### src/rtl/sdram_timer_bank_if.sv
// Control/status bundle between the SDRAM controller FSM and the timer bank.
// The controller side uses the master modport and the timer bank uses the slave modport.
interface sdram_timer_bank_if #(
  parameter int unsigned NCH  = 4,
  parameter int unsigned SELW = 2
);
  logic [NCH-1:0]           reload;
  logic [NCH-1:0][SELW-1:0] sel;
  logic [NCH-1:0]           periodic;
  logic [NCH-1:0]           cancel;
  logic [NCH-1:0]           ready;
  logic [NCH-1:0]           expire;
  logic                     all_ready;

  modport master (
    output reload, sel, periodic, cancel,
    input  ready, expire, all_ready
  );

  modport slave (
    input  reload, sel, periodic, cancel,
    output ready, expire, all_ready
  );
endinterface

### src/rtl/sdram_timer_bank.sv
// Bank of independent SDRAM timing-constraint counters with merge, periodic reload and cancel.
// A channel reports ready once its pending constraint has counted down to zero.
module sdram_timer_bank #(
  parameter int unsigned               NCH     = 4,
  parameter int unsigned               N       = 8,
  parameter int unsigned               NSEL    = 4,
  parameter logic [NSEL-1:0][N-1:0]    PERIODS = {8'd8, 8'd4, 8'd3, 8'd1}
) (
  input logic               clk,
  input logic               n_reset,
  sdram_timer_bank_if.slave bus
);

  localparam int unsigned SelW = (NSEL > 1) ? $clog2(NSEL) : 1;

  if (NSEL < 1 || N < 2) begin : g_bad_params
    $error("sdram_timer_bank: NSEL must be >= 1 and N >= 2");
  end

  logic [NCH-1:0][N-1:0] cnt_q, cnt_d;
  logic [NCH-1:0][N-1:0] per_q, per_d;
  logic [NCH-1:0]        mode_q, mode_d;
  logic [NCH-1:0]        exp_q, exp_d;
  logic [NCH-1:0]        ready;

  function automatic logic [N-1:0] period_of(input logic [SelW-1:0] s);
    if (32'(s) < NSEL) return PERIODS[s];
    return '0;
  endfunction

  // Periodic mode needs at least two cycles per period to produce a visible expire.
  function automatic logic [N-1:0] eff_period(input logic [SelW-1:0] s, input logic per);
    logic [N-1:0] p;
    p = period_of(s);
    if (per && (p < N'(2))) return N'(2);
    return p;
  endfunction

  function automatic logic [N-1:0] sat_dec(input logic [N-1:0] x);
    return (x == '0) ? '0 : x - N'(1);
  endfunction

  function automatic logic [N-1:0] max_n(input logic [N-1:0] a, input logic [N-1:0] b);
    return (a > b) ? a : b;
  endfunction

  always_comb begin
    cnt_d  = cnt_q;
    per_d  = per_q;
    mode_d = mode_q;
    exp_d  = '0;
    for (int i = 0; i < NCH; i++) begin
      if (bus.cancel[i]) begin
        cnt_d[i]  = '0;
        mode_d[i] = 1'b0;
      end else begin
        if (bus.reload[i]) begin
          per_d[i]  = eff_period(bus.sel[i], bus.periodic[i]);
          mode_d[i] = bus.periodic[i];
          // A new constraint may extend but never shorten a pending one.
          cnt_d[i]  = max_n(sat_dec(cnt_q[i]), sat_dec(per_d[i]));
        end else if (mode_q[i] && exp_q[i]) begin
          cnt_d[i] = sat_dec(per_q[i]);
        end else begin
          cnt_d[i] = sat_dec(cnt_q[i]);
        end
        exp_d[i] = (cnt_q[i] == N'(1)) && (cnt_d[i] == '0);
      end
    end
  end

  always_ff @(posedge clk or negedge n_reset) begin
    if (!n_reset) begin
      cnt_q  <= '0;
      per_q  <= '0;
      mode_q <= '0;
      exp_q  <= '0;
    end else begin
      cnt_q  <= cnt_d;
      per_q  <= per_d;
      mode_q <= mode_d;
      exp_q  <= exp_d;
    end
  end

  always_comb begin
    ready = '0;
    for (int i = 0; i < NCH; i++) begin
      ready[i] = (cnt_q[i] == '0);
    end
  end

  assign bus.ready     = ready;
  assign bus.expire    = exp_q;
  assign bus.all_ready = &ready;

endmodule

### src/flat_wrapper.sv
// flat-port wrapper written by rule: the top's interface ports become plain ports
module sdram_timer_bank_flat 
#(
  parameter int unsigned               NCH     = 4,
  parameter int unsigned               N       = 8,
  parameter int unsigned               NSEL    = 4,
  parameter logic [NSEL-1:0][N-1:0]    PERIODS = {8'd8, 8'd4, 8'd3, 8'd1}
)
  (clk, n_reset, bus_reload, bus_sel, bus_periodic, bus_cancel, bus_ready, bus_expire, bus_all_ready);
  sdram_timer_bank_if #(.NCH(NCH), .SELW(2)) bus_i ();
  input logic clk;
  input logic n_reset;
  input wire logic [$bits(bus_i.reload)-1:0] bus_reload;
  input wire logic [$bits(bus_i.sel)-1:0] bus_sel;
  input wire logic [$bits(bus_i.periodic)-1:0] bus_periodic;
  input wire logic [$bits(bus_i.cancel)-1:0] bus_cancel;
  output wire logic [$bits(bus_i.ready)-1:0] bus_ready;
  output wire logic [$bits(bus_i.expire)-1:0] bus_expire;
  output wire logic [$bits(bus_i.all_ready)-1:0] bus_all_ready;
  assign bus_i.reload = bus_reload;
  assign bus_i.sel = bus_sel;
  assign bus_i.periodic = bus_periodic;
  assign bus_i.cancel = bus_cancel;
  assign bus_ready = bus_i.ready;
  assign bus_expire = bus_i.expire;
  assign bus_all_ready = bus_i.all_ready;
  sdram_timer_bank #(.NCH(NCH), .N(N), .NSEL(NSEL), .PERIODS(PERIODS)) u_core (.clk(clk), .n_reset(n_reset), .bus(bus_i));
endmodule
### config.mk
export PLATFORM = sky130hd
export DESIGN_NAME = sdram_timer_bank_flat
export DESIGN_NICKNAME = d
export VERILOG_FILES = /design/src/rtl/sdram_timer_bank_if.sv /design/src/rtl/sdram_timer_bank.sv /design/src/flat_wrapper.sv
export SDC_FILE = /design/constraint.sdc
export NUM_CORES = 1
export LEC_CHECK = 0
export CAP_MARGIN = 20
export CELL_PAD_IN_SITES_DETAIL_PLACEMENT = 0
export CELL_PAD_IN_SITES_GLOBAL_PLACEMENT = 1
export CORE_MARGIN = 3
export CORE_UTILIZATION = 45
export DETAILED_ROUTE_END_ITERATION = 10
export PLACE_DENSITY_LB_ADDON = 0.1
export SYNTH_ARGS = -nofsm -noshare
export SYNTH_HDL_FRONTEND = slang
export SYNTH_SLANG_ARGS = --single-unit
### constraint.sdc
create_clock -name clk -period 4 [get_ports clk]
set_input_delay 0.8 -clock clk [delete_from_list [all_inputs] [get_ports clk]]
set_output_delay 0.8 -clock clk [all_outputs]
set_load 0.1 [all_outputs]
Word level (Yosys, flattened, before mapping)
Cells that the tools add are included.

storage, ports and cells
  register bits = 72
  input bits = 22
  output and inout port bits = 9
  logic and storage cells = 182

cells by class
  add/sub/neg operators = 12
  magnitude comparators = 12
  eq/ne operators = 4
  multiplexer cells = 100
  bitwise gates (word level) = 4
  reduce and logical (&&, ||, !) cells = 37

operator list
  operator             number
  $mux 8               64
  $logic_not 8->1      16
  $sub 8x1->8 const B  12
  $bmux 8 s2           4
  $eq 8x1->1 const B   4
  $gt 8x8->1           4
  $lt 8x2->1 const B   4
  $mux 1               32
  $logic_and 1x1->1    12
  $lt 2x3->1 const B   4
  $reduce_and 2->1     4
  $reduce_bool 2->1    4
  $not 1->1            4
  $reduce_and 4->1     1

Logic depth before layout (Yosys ltp)
Gate-level depths: netlist (run 1).

  depth in word-level cells = 22
  depth in mapped cells = 15
  gate-level depth less buffers = 14

Worst setup path before layout (run 1)
No wires, ideal clock.

  path kind = flip-flop to flip-flop
  start = register u_core.cnt_q[26] in the netlist's numbering
  end = register u_core.exp_q[3] (netlist: u_core.bus.expire[3])
  library setup time = 0.105 ns
  data arrival time = 3.341 ns
  required time = 3.895 ns
  slack = 0.554 ns
  cell stages (with the launch flop) = 14
  path buffers = 2
  period minus slack after synthesis = 3.446 ns
  path through = dfrtp_1 -> nor4_2 -> nor3b_1 -> and2_1 -> buf_4 -> nor2_1 -> ha_1 -> nand2_1 -> o21a_1 -> o311ai_0 -> clkbuf_1 -> o21ai_0 -> a31o_2 -> nor4b_1

on the way
  word-level cells in the longest chain between the ends = 9
  elaborated cells between the ends (all ways) = 12
  those cells by class = 1 x add/sub; 1 x order compare; 1 x eq/ne; 6 x mux; 3 x reduce/logical

RTL lines
  what                      line                    source
  start: declaration        sdram_timer_bank.sv:20  logic [NCH-1:0][N-1:0] cnt_q, cnt_d;
  start signal: assignment  sdram_timer_bank.sv:79  cnt_q <= cnt_d;
  $logic_not 8->1 (*)       n/a
  via bus_ready[3]          flat_wrapper.sv:17      output wire logic [$bits(bus_i.ready)-1:0] bus_ready;
  $mux 8 (*)                sdram_timer_bank.sv:40  return (x == '0) ? '0 : x - N'(1);
  $gt 8x8->1                sdram_timer_bank.sv:44  return (a > b) ? a : b;
  $mux 8                    sdram_timer_bank.sv:44
  $mux 8 (*)                sdram_timer_bank.sv:57  if (bus.reload[i]) begin
  $mux 8 (*)                sdram_timer_bank.sv:53  if (bus.cancel[i]) begin
  $logic_not 8->1 (*)       sdram_timer_bank.sv:67  exp_d[i] = (cnt_q[i] == N'(1)) && (cnt_d[i] == '0);
  $logic_and 1x1->1 (*)     sdram_timer_bank.sv:67
  $mux 1 (*)                sdram_timer_bank.sv:53
  via u_core.exp_d[3]       sdram_timer_bank.sv:23  logic [NCH-1:0] exp_q, exp_d;
  end signal: assignment    sdram_timer_bank.sv:82  exp_q <= exp_d;
  end: declaration          sdram_timer_bank.sv:23

Mark *: on every way through the listed nets, which the timed path passes. The rest lies on a longest branch. The select of a mux whose other input is x is not followed.
A chain may end at the register's enable or synchronous reset.

Worst setup path in the final report (run 1)
  start = register u_core.cnt_q[26] in the netlist's numbering
  end = register u_core.exp_q[3] (netlist: u_core.bus.expire[3])

on the way
  word-level cells in the longest chain between the ends = 9
  elaborated cells between the ends (all ways) = 12
  those cells by class = 1 x add/sub; 1 x order compare; 1 x eq/ne; 6 x mux; 3 x reduce/logical

RTL lines
  what                                                   line
  $sub 8x1->8 / $logic_not 8->1 (equally long branches)  sdram_timer_bank.sv:40
  $mux 8                                                 sdram_timer_bank.sv:40
  $gt 8x8->1                                             sdram_timer_bank.sv:44
  $mux 8                                                 sdram_timer_bank.sv:44
  $mux 8                                                 sdram_timer_bank.sv:57
  $mux 8                                                 sdram_timer_bank.sv:53
  $logic_not 8->1                                        sdram_timer_bank.sv:67
  $logic_and 1x1->1 (*)                                  sdram_timer_bank.sv:67
  $mux 1 (*)                                             sdram_timer_bank.sv:53
  via u_core.exp_d[3]                                    sdram_timer_bank.sv:23

Marks and branches as above.

==> results of run 1 <==
[registers in the layout, indices dropped and copies added, names as in the netlist]
register and count:
u_core.per_q 16, u_core.cnt_q 32, u_core.bus.expire 4, u_core.mode_q 4
[synth_stat cells (4+ instances only)]
library cell / n
and2_1: 6
and4_1: 4
nand3_1: 9
inv_1: 42
mux2i_1: 10
clkbuf_1: 10
o31ai_1: 6
nand4_1: 11
nor3b_1: 7
xor2_1: 6
nor4_1: 7
or2_2: 5
o211ai_1: 4
ha_1: 52
a31oi_1: 8
nor3_1: 19
nor2b_1: 9
a211oi_1: 5
or3_1: 5
xnor2_1: 8
dfrtp_1: 56
a21o_1: 8
a21oi_1: 33
o21ai_0: 30
nand2_1: 54
nand2b_1: 10
nor2_1: 74
[logic make-up (layout without fill, tap and decap cells)]
group,Yosys count,count (layout),synth area share (%)
other,1,20,0.0827
adder cells (fa/ha/maj),52,52,14.4
flip-flops,56,56,30.9
AND/OR/NAND/NOR,243,243,27.5
multiplexers,12,12,2.71
AO/OA/AOI/OAI,120,120,16.8
XOR/XNOR,14,14,2.71
buffers and inverters,56,83,4.94
[per-layer routing]
| metal | vias to the layer above | routed length (um) | share of wire (%) |
|---|---|---|---|
| met1 | 1890 | 4970 | 47 |
| li1 | 2042 | - | - |
| met4 | 0 | 55 | 0.52 |
| met5 | - | 0 | 0 |
| met2 | 84 | 5160 | 49 |
| met3 | 4 | 384 | 3.6 |
[where the power goes]
group | total, mW | switching (mW) | internal [mW]
clock | 0.316 | 0.193 | 0.123
combinational | 3.38 | 2.05 | 1.33
sequential | 0.884 | 0.171 | 0.713
[cell type report]
cell class,instances,area share [%]
clock buffer,5,1.35
clock inverter,3,0.369
inverter,42,3.10
multi-input combinational,461,58.5
sequential,56,27.5
tap,129,3.17
timing repair buffer,33,6.00
[worst paths after layout]
check                                 start              endpoint  slack [ps]
max in group asynchronous           n_reset       u_core.cnt_q[8]        2580
hold reg to reg             u_core.per_q[1]       u_core.per_q[1]         520
setup reg to reg           u_core.cnt_q[26]  u_core.bus.expire[3]         310
min in group asynchronous           n_reset      u_core.per_q[10]         570
hold / removal              u_core.per_q[1]       u_core.per_q[1]         520
setup / recovery           u_core.cnt_q[26]  u_core.bus.expire[3]         310
[through the flow]
step / cell area, sq um / worst slack, ps / cells / utilization, % / total power [mW]
after global routing: 5090 / 41.6 / 729 / 53.6 / 5.09
after CTS: 5090 / 331 / 729 / 53.6 / 4.62
after detailed placement: 5000 / 427 / 721 / 52.7 / 4.27
after global placement: 5000 / 414 / 721 / 52.7 / 4.26
final: 5090 / 308 / 729 / 53.6 / 4.58
after floorplan: 4600 / 554 / 573 / - / 3.57
[worst min-delay path, delay by kind of cell, from the launching register on]
kind / cells / cell delay (ps)
AND/OR/NAND/NOR: 1 / 60
AO/OA/AOI/OAI: 1 / 50
flip-flops: 1 / 380
==> results.cfg, run 1 <==
[sta]
clock.fmax_ghz = 0.271
period_minus_slack_ps = 3690
post-route-period-util_pct = 92.3
whs_ps = 523
rsz0062_at_grt = false
skew_ps = 3.49
tightestPinTransition_ps = 972
maxSlewViolCount = 0
hold_violations = 0
setup_viol = 0
fin_tns_setup_ps = 0
slew_headroom_pct = 35.0

[die]
die_width_um = 106
die_y_um = 106
start_util_pct = 47.7
num_io_pins = 31
die_area_sq_mm = 0.0113
rows = 35
core-area_sq_mm = 0.00950

[detailed_routing]
viasPerCell = 5.51
routedWlPerCell_um = 14.5
finalWirelength_um = 10600
firstDrtPassIters = 4
ant_nets = 0
drcViolationCount = 0
drt_iter0_drc = 154
via_count = 4020

[synth]
ys.flop_type = dfrtp_1
ys_top_cells_by_area = dfrtp_1, ha_1, nor2_1
synth_cell_types = 63
synth-edff-count = 0
ys_seq_area_share_pct = 30.9
yosysTopAreaCellShare_pct = 30.9
syn-cell-area_sq_mm = 0.00453
yosysWarnings = 0
ys_seq_elements = 56
synth_area_leader_cell = dfrtp_1
avgSynthCellArea_sq_um = 8.18
ys_async_sr_fraction_pct = 100
syn_inst = 554

[global_route]
grt_use_met1_pct = 25.6
grt_max_degree = 33
groute.layer.met3.usage_pct = 2.55
gr-usage-met2_pct = 34.8
gr-total-overflow = 0
grtUsageTotal_pct = 19.6
antenna_found_initial = 0
gr-max-usage-layer = met2
grt_pass1_wl_um = 18500
grt_pass1_vias = 3990

[place]
hpwl_um = 8340
gp_congestion = 0.864
placement.io_buffers = 30

[cells_and_area]
final_cell_mix = nor2_1, dfrtp_1, nand2_1, ha_1, inv_1
multi_input_area_sq_mm = 0.00298
drive_gt1_share_pct = 5.83
fill_cells = 943
diodes = 0
layout_commonest_cell = nor2_1
syn2layout_area_growth_pct = 12.3
seqCellArea_sq_mm = 0.00140
fin_nets = 673

[critical_path]
required_ps = 4180
crit_slowest_cell = and2_1
start_kind = flop
cp_slowest_stage_delay_ps = 490
cpLargestDelayFamily = simple AND/OR/NAND/NOR gates
cp.depth = 13
critPathCaptureType = flop
critPathKind = flop to flop
path_buf_inv = 2
r2r_cells = 13
arrival_ps = 3870
crit_fanout = 12
crit_chain = nor4_2 > nor3b_1 > and2_1 > a21o_1 > inv_1 > ha_1 > nand2_1 > o21a_1 > o311ai_1 > buf_4 > o21ai_0 > a31o_2 > nor4b_1

[clock_network]
clk_pin_slew_ps = 110
cts_resized = 0
worstSkewPairLatency_ps = 310
holdBufCountCts = 0
post_cts_buffers = 0
cts_made_buffers = 5
htreeDepth = 2
cts_tree = yes
clockBufferDepth = 2
root_buffer = clkbuf_8
cts.sink_count = 56

[pwr]
power_density_mw_per_mm2 = 900
leakage_nw = 2.38
vdd_drop_max_mv = 0.480

[min_path]
min_path_cells = 2
hp-class = flop to flop

[run_status]
status = completed

[flow_run]
maxCapViolCount = 0
Power figures use the tool's default switching activity.
==> run 2, diff against run 1 <==
--- a/config.mk
+++ b/config.mk
@@ -9,7 +9,8 @@
 export CELL_PAD_IN_SITES_DETAIL_PLACEMENT = 0
 export CELL_PAD_IN_SITES_GLOBAL_PLACEMENT = 1
 export CORE_MARGIN = 3
-export CORE_UTILIZATION = 45
+export CORE_UTILIZATION = 47
+export CTS_BUF_LIST = sky130_fd_sc_hd__clkbuf_8
 export DETAILED_ROUTE_END_ITERATION = 10
 export PLACE_DENSITY_LB_ADDON = 0.1
 export SYNTH_ARGS = -nofsm -noshare
==> run 2 against run 1 <==
  * Clock power grew 7.9%
  * Power is 1.3% higher
  * Clock skew up 4.5 ps
  * Via count is 0.82% lower
  * Non-clock buffer count up 1
  * Final area up 0.32%
  * Combinational power rose by 1%
  * Register-to-register slack improved by 60 ps
  * Die area down 4.0%
  * Largest power group unchanged
==> results.cfg, run 2 (synthesis gave the netlist of run 1 again) <==
[detailed_routing]
firstDrtPassIters = 4
via_count = 3987
finalWirelength_um = 10700
routedWlPerCell_um = 14.7
drcViolationCount = 0
viasPerCell = 5.46
ant_nets = 0
drt_iter0_drc = 73

[sta]
hold_violations = 0
tightestPinTransition_ps = 974
maxSlewViolCount = 0
clock.fmax_ghz = 0.275
post-route-period-util_pct = 90.8
skew_ps = 7.97
fin_tns_setup_ps = 0
slew_headroom_pct = 34.9
rsz0062_at_grt = false
period_minus_slack_ps = 3630
setup_viol = 0

[place]
hpwl_um = 8490
place_inst = 722
placement.io_buffers = 30
gp_congestion = 0.856

[clock_network]
cts.sink_count = 56
clockBufferDepth = 2
cts_tree = yes
htreeDepth = 2
cts_resized = 0
root_buffer = clkbuf_8
worstSkewPairLatency_ps = 310
holdBufCountCts = 0
cts_made_buffers = 5
post_cts_buffers = 0
clk_pin_slew_ps = 110

[cells_and_area]
largestRegisters = u_core.cnt_q (32), u_core.per_q (16)
fin_nets = 674
instances_no_fill = 730
drive_gt1_share_pct = 5.99
top_register = u_core.cnt_q
syn2layout_area_growth_pct = 12.7
multi_input_area_sq_mm = 0.00298
seqCellArea_sq_mm = 0.00140
diodes = 0
fill_cells = 908
final_cell_mix = nor2_1, dfrtp_1, nand2_1, ha_1, inv_1
largest_reg_flops = 32
layout_commonest_cell = nor2_1

[min_path]
min_path_cells = 2
hp-class = flop to flop

[pwr]
leakage_nw = 2.39
power_density_mw_per_mm2 = 909
vdd_drop_max_mv = 0.388

[critical_path]
r2r-end = u_core.bus.expire[3]
required_ps = 4210
start_kind = flop
rrSetupSlack_ps = 370
reg2reg_from = u_core.cnt_q[26]
crit_end = u_core.bus.expire[3]
cp_slowest_stage_delay_ps = 500
crit_slowest_cell = and2_1
crit_fanout = 12
crit_chain = nor4_2 > nor3b_1 > and2_1 > a21o_1 > inv_1 > ha_1 > nand2_1 > o21a_1 > o311ai_1 > buf_4 > o21ai_0 > a31o_2 > nor4b_1
critPathCaptureType = flop
startpoint = u_core.cnt_q[26]
r2r_cells = 13
arrival_ps = 3840
critPathKind = flop to flop

[die]
die_area_sq_mm = 0.0109
rows = 35
start_util_pct = 48.8
num_io_pins = 31
die_y_um = 104
core-area_sq_mm = 0.00928
die_width_um = 104

[flow_run]
maxCapViolCount = 0

[global_route]
grt_pass1_wl_um = 18800
gr-total-overflow = 0
grt_max_degree = 36
grtUsageTotal_pct = 20.6
antenna_found_initial = 0
grt_pass1_vias = 3926

[run_status]
status = completed
run 2: final cells by class:
type                       instances  share of cell area (%)
multi-input combinational        461                    58.3
inverter                          42                    3.09
clock inverter                     2                   0.269
timing repair buffer              34                    6.12
clock buffer                       6                    1.62
tap                              129                    3.16
sequential                        56                    27.4
run 2: worst min path at each step:
stage,startpoint,end,slack [ps]
2_1_floorplan,u_core.per_q[27],u_core.per_q[27],470
3_3_place_gp,u_core.per_q[27],u_core.per_q[27],490
3_5_place_dp,u_core.per_q[27],u_core.per_q[27],500
4_1_cts,u_core.per_q[27],u_core.per_q[27],520
5_1_grt,u_core.per_q[1],u_core.per_q[1],560
6_report,u_core.per_q[27],u_core.per_q[27],520
run 2: where the power goes:
group / total [mW] / leakage, nW / switching (mW) / internal [mW]
registers: 0.884 / 0.744 / 0.172 / 0.713
logic: 3.42 / 1.59 / 2.08 / 1.34
clock network: 0.341 / 0.0516 / 0.198 / 0.142
run 2: metal layers:
layer  GRT usage [%]  vias up  part of all wire, %
met5               0        -                    0
met4            3.89        0                 0.89
met3            2.73        9                  3.2
met2            35.2       56                   48
met1            28.2     1875                   48
li1                -     2047                    -
run 2: critical path: cells and delay by family, from the launching register on:
family          cells  cell delay, ps
compound gates      5             900
simple gates        5            1610
fa+ha+maj           1             310
flops               1             440
buf+inv             2             280
run 2: metrics by stage:
stage | hold slack [ps] | cell area (sq um) | setup WS (ps) | total power, mW | util, %
after floorplan | 466 | 4600 | 554 | 3.57 | -
after global placement | 488 | 5010 | 422 | 4.25 | 54.0
after detailed placement | 497 | 5010 | 415 | 4.29 | 54.0
after CTS | 522 | 5110 | 370 | 4.66 | 55.0
after global routing | 561 | 5110 | 153 | 5.15 | 55.0
final | 519 | 5110 | 370 | 4.64 | 55.0
==> run 3, diff against run 2 <==
==> constraint.sdc (replaced) <==
create_clock -name clk -period 4 [get_ports clk]
set_input_delay 0.8 -clock clk [delete_from_list [all_inputs] [get_ports clk]]
set_output_delay 0.8 -clock clk [all_outputs]
set_load 0.05 [all_outputs]
==> run 3 against run 2 <==
  * First-iteration DRC count rose by 22%
  * Wire length fell by 1.0%
  * Final area fell by 0.27%
==> results.cfg, run 3 (synthesis gave the netlist of run 1 again) <==
[run_status]
status = completed

[clock_network]
worstSkewPairLatency_ps = 310
clk_pin_slew_ps = 100
cts.sink_count = 56
post_cts_buffers = 0
htreeDepth = 2
cts_tree = yes
root_buffer = clkbuf_8
cts_resized = 0
holdBufCountCts = 0
cts_made_buffers = 5
clockBufferDepth = 2

[min_path]
min_path_cells = 2
min_from = u_core.per_q[1]
hp-class = flop to flop
whs_endpoint = u_core.per_q[1]

[sta]
skew_ps = 15.2
tightestPinTransition_ps = 968
rsz0062_at_grt = false
post-route-period-util_pct = 94.4
clock.fmax_ghz = 0.265
slew_headroom_pct = 35.5
setup_viol = 0
period_minus_slack_ps = 3780
maxSlewViolCount = 0
fin_tns_setup_ps = 0
hold_violations = 0

[global_route]
grt_pass1_vias = 3910
grt_max_degree = 42
grtUsageTotal_pct = 20.1
gr-total-overflow = 0
grt_pass1_wl_um = 18500
antenna_found_initial = 0

[place]
gp_congestion = 0.841
placement.io_buffers = 30
hpwl_um = 8410
place_area_sq_mm = 0.00502

[critical_path]
required_ps = 3200
crit_slowest_cell = clkdlybuf4s50_1
r2r-end = u_core.bus.expire[3]
crit_chain = nor4_2 > nor3b_1 > and2_1 > and4_1 > clkdlybuf4s50_1
cp_slowest_stage_delay_ps = 800
cp.depth = 5
arrival_ps = 2980
path_buf_inv = 1
start_kind = flop
critPathKind = flop to output port
r2r_cells = 13
crit_fanout = 12
reg2reg_from = u_core.cnt_q[26]
cpLargestDelayFamily = simple AND/OR/NAND/NOR gates
critPathCaptureType = output port
rrSetupSlack_ps = 450

[cells_and_area]
final_cell_mix = nor2_1, dfrtp_1, nand2_1, ha_1, inv_1
top_register = u_core.cnt_q
diodes = 0
syn2layout_area_growth_pct = 12.4
drive_gt1_share_pct = 4.67
largest_reg_flops = 32
largestRegisters = u_core.cnt_q (32), u_core.per_q (16)
fin_nets = 673
layout_commonest_cell = nor2_1
final_area_sq_mm = 0.00509

[detailed_routing]
firstDrtPassIters = 4
via_count = 3955
routedWlPerCell_um = 14.6
viasPerCell = 5.43
ant_nets = 0
drcViolationCount = 0
finalWirelength_um = 10600
drt_iter0_drc = 89

[pwr]
vdd_drop_max_mv = 0.387
leakage_nw = 2.37
finalPower_mw = 4.42
power_density_mw_per_mm2 = 868

[die]
die_y_um = 104
die_area_sq_mm = 0.0109
start_util_pct = 48.8
core-area_sq_mm = 0.00928
num_io_pins = 31
die_width_um = 104
rows = 35

[flow_run]
maxCapViolCount = 0
## run 3: cell types whose count changed in the layout (fill, tap and decap cells not counted), sizes merged
cell | before | now
buf | 10 | 4
clkdlybuf4s50 | 24 | 29
clkbuf | 6 | 5
## run 3: where the power goes
part | switching, mW | internal [mW] | leakage (nW) | total, mW
Clock | 0.179 | 0.117 | 0.0452 | 0.296
Combinational | 1.89 | 1.34 | 1.58 | 3.23
Sequential | 0.178 | 0.713 | 0.744 | 0.891
Total | 2.25 | 2.17 | 2.37 | 4.42
## run 3: tightest hold or removal path, stage by stage (launching register included)
cell,delay (ps)
dfrtp_1,370
nand2_1,50
o31ai_1,50
## run 3: worst max-delay path by stage
stage                     startpoint  slack, ps                    to
CTS                 u_core.cnt_q[26]        210         bus_all_ready
global route        u_core.cnt_q[26]         80         bus_all_ready
global placement    u_core.cnt_q[20]        600         bus_all_ready
floorplan           u_core.cnt_q[26]        680  u_core.bus.expire[3]
detailed placement   u_core.cnt_q[8]        510  u_core.bus.expire[1]
finish              u_core.cnt_q[26]        220         bus_all_ready
## run 3: stage by stage
stage          hold WS [ps]  util, %  setup slack (ps)  std cells
6_report                513     54.9               225        728
5_1_grt                 547     54.9              76.5        728
4_1_cts                 518     54.9               207        728
3_5_place_dp            495     54.0               513        721
3_3_place_gp            491     54.0               596        721
2_1_floorplan           466        -               677        573
## run 3: final cells by class
class,instances,area [sq um]
timing repair buffer,33,318
inverter,42,158
sequential,56,1400
tap,129,161
fill,911,4190
clock buffer,5,68.8
clock inverter,2,8.76
multi-input combinational,461,2980
## run 3: metal layers
metal | track usage (%) | share of wire (%) | up-vias | routed length [um]
li1 | - | - | 2037 | -
met1 | 26.9 | 48 | 1847 | 5060
met2 | 35.2 | 48 | 61 | 5140
met3 | 2.79 | 3.2 | 10 | 339
met4 | 3.32 | 0.93 | 0 | 99
met5 | 0 | 0 | - | 0
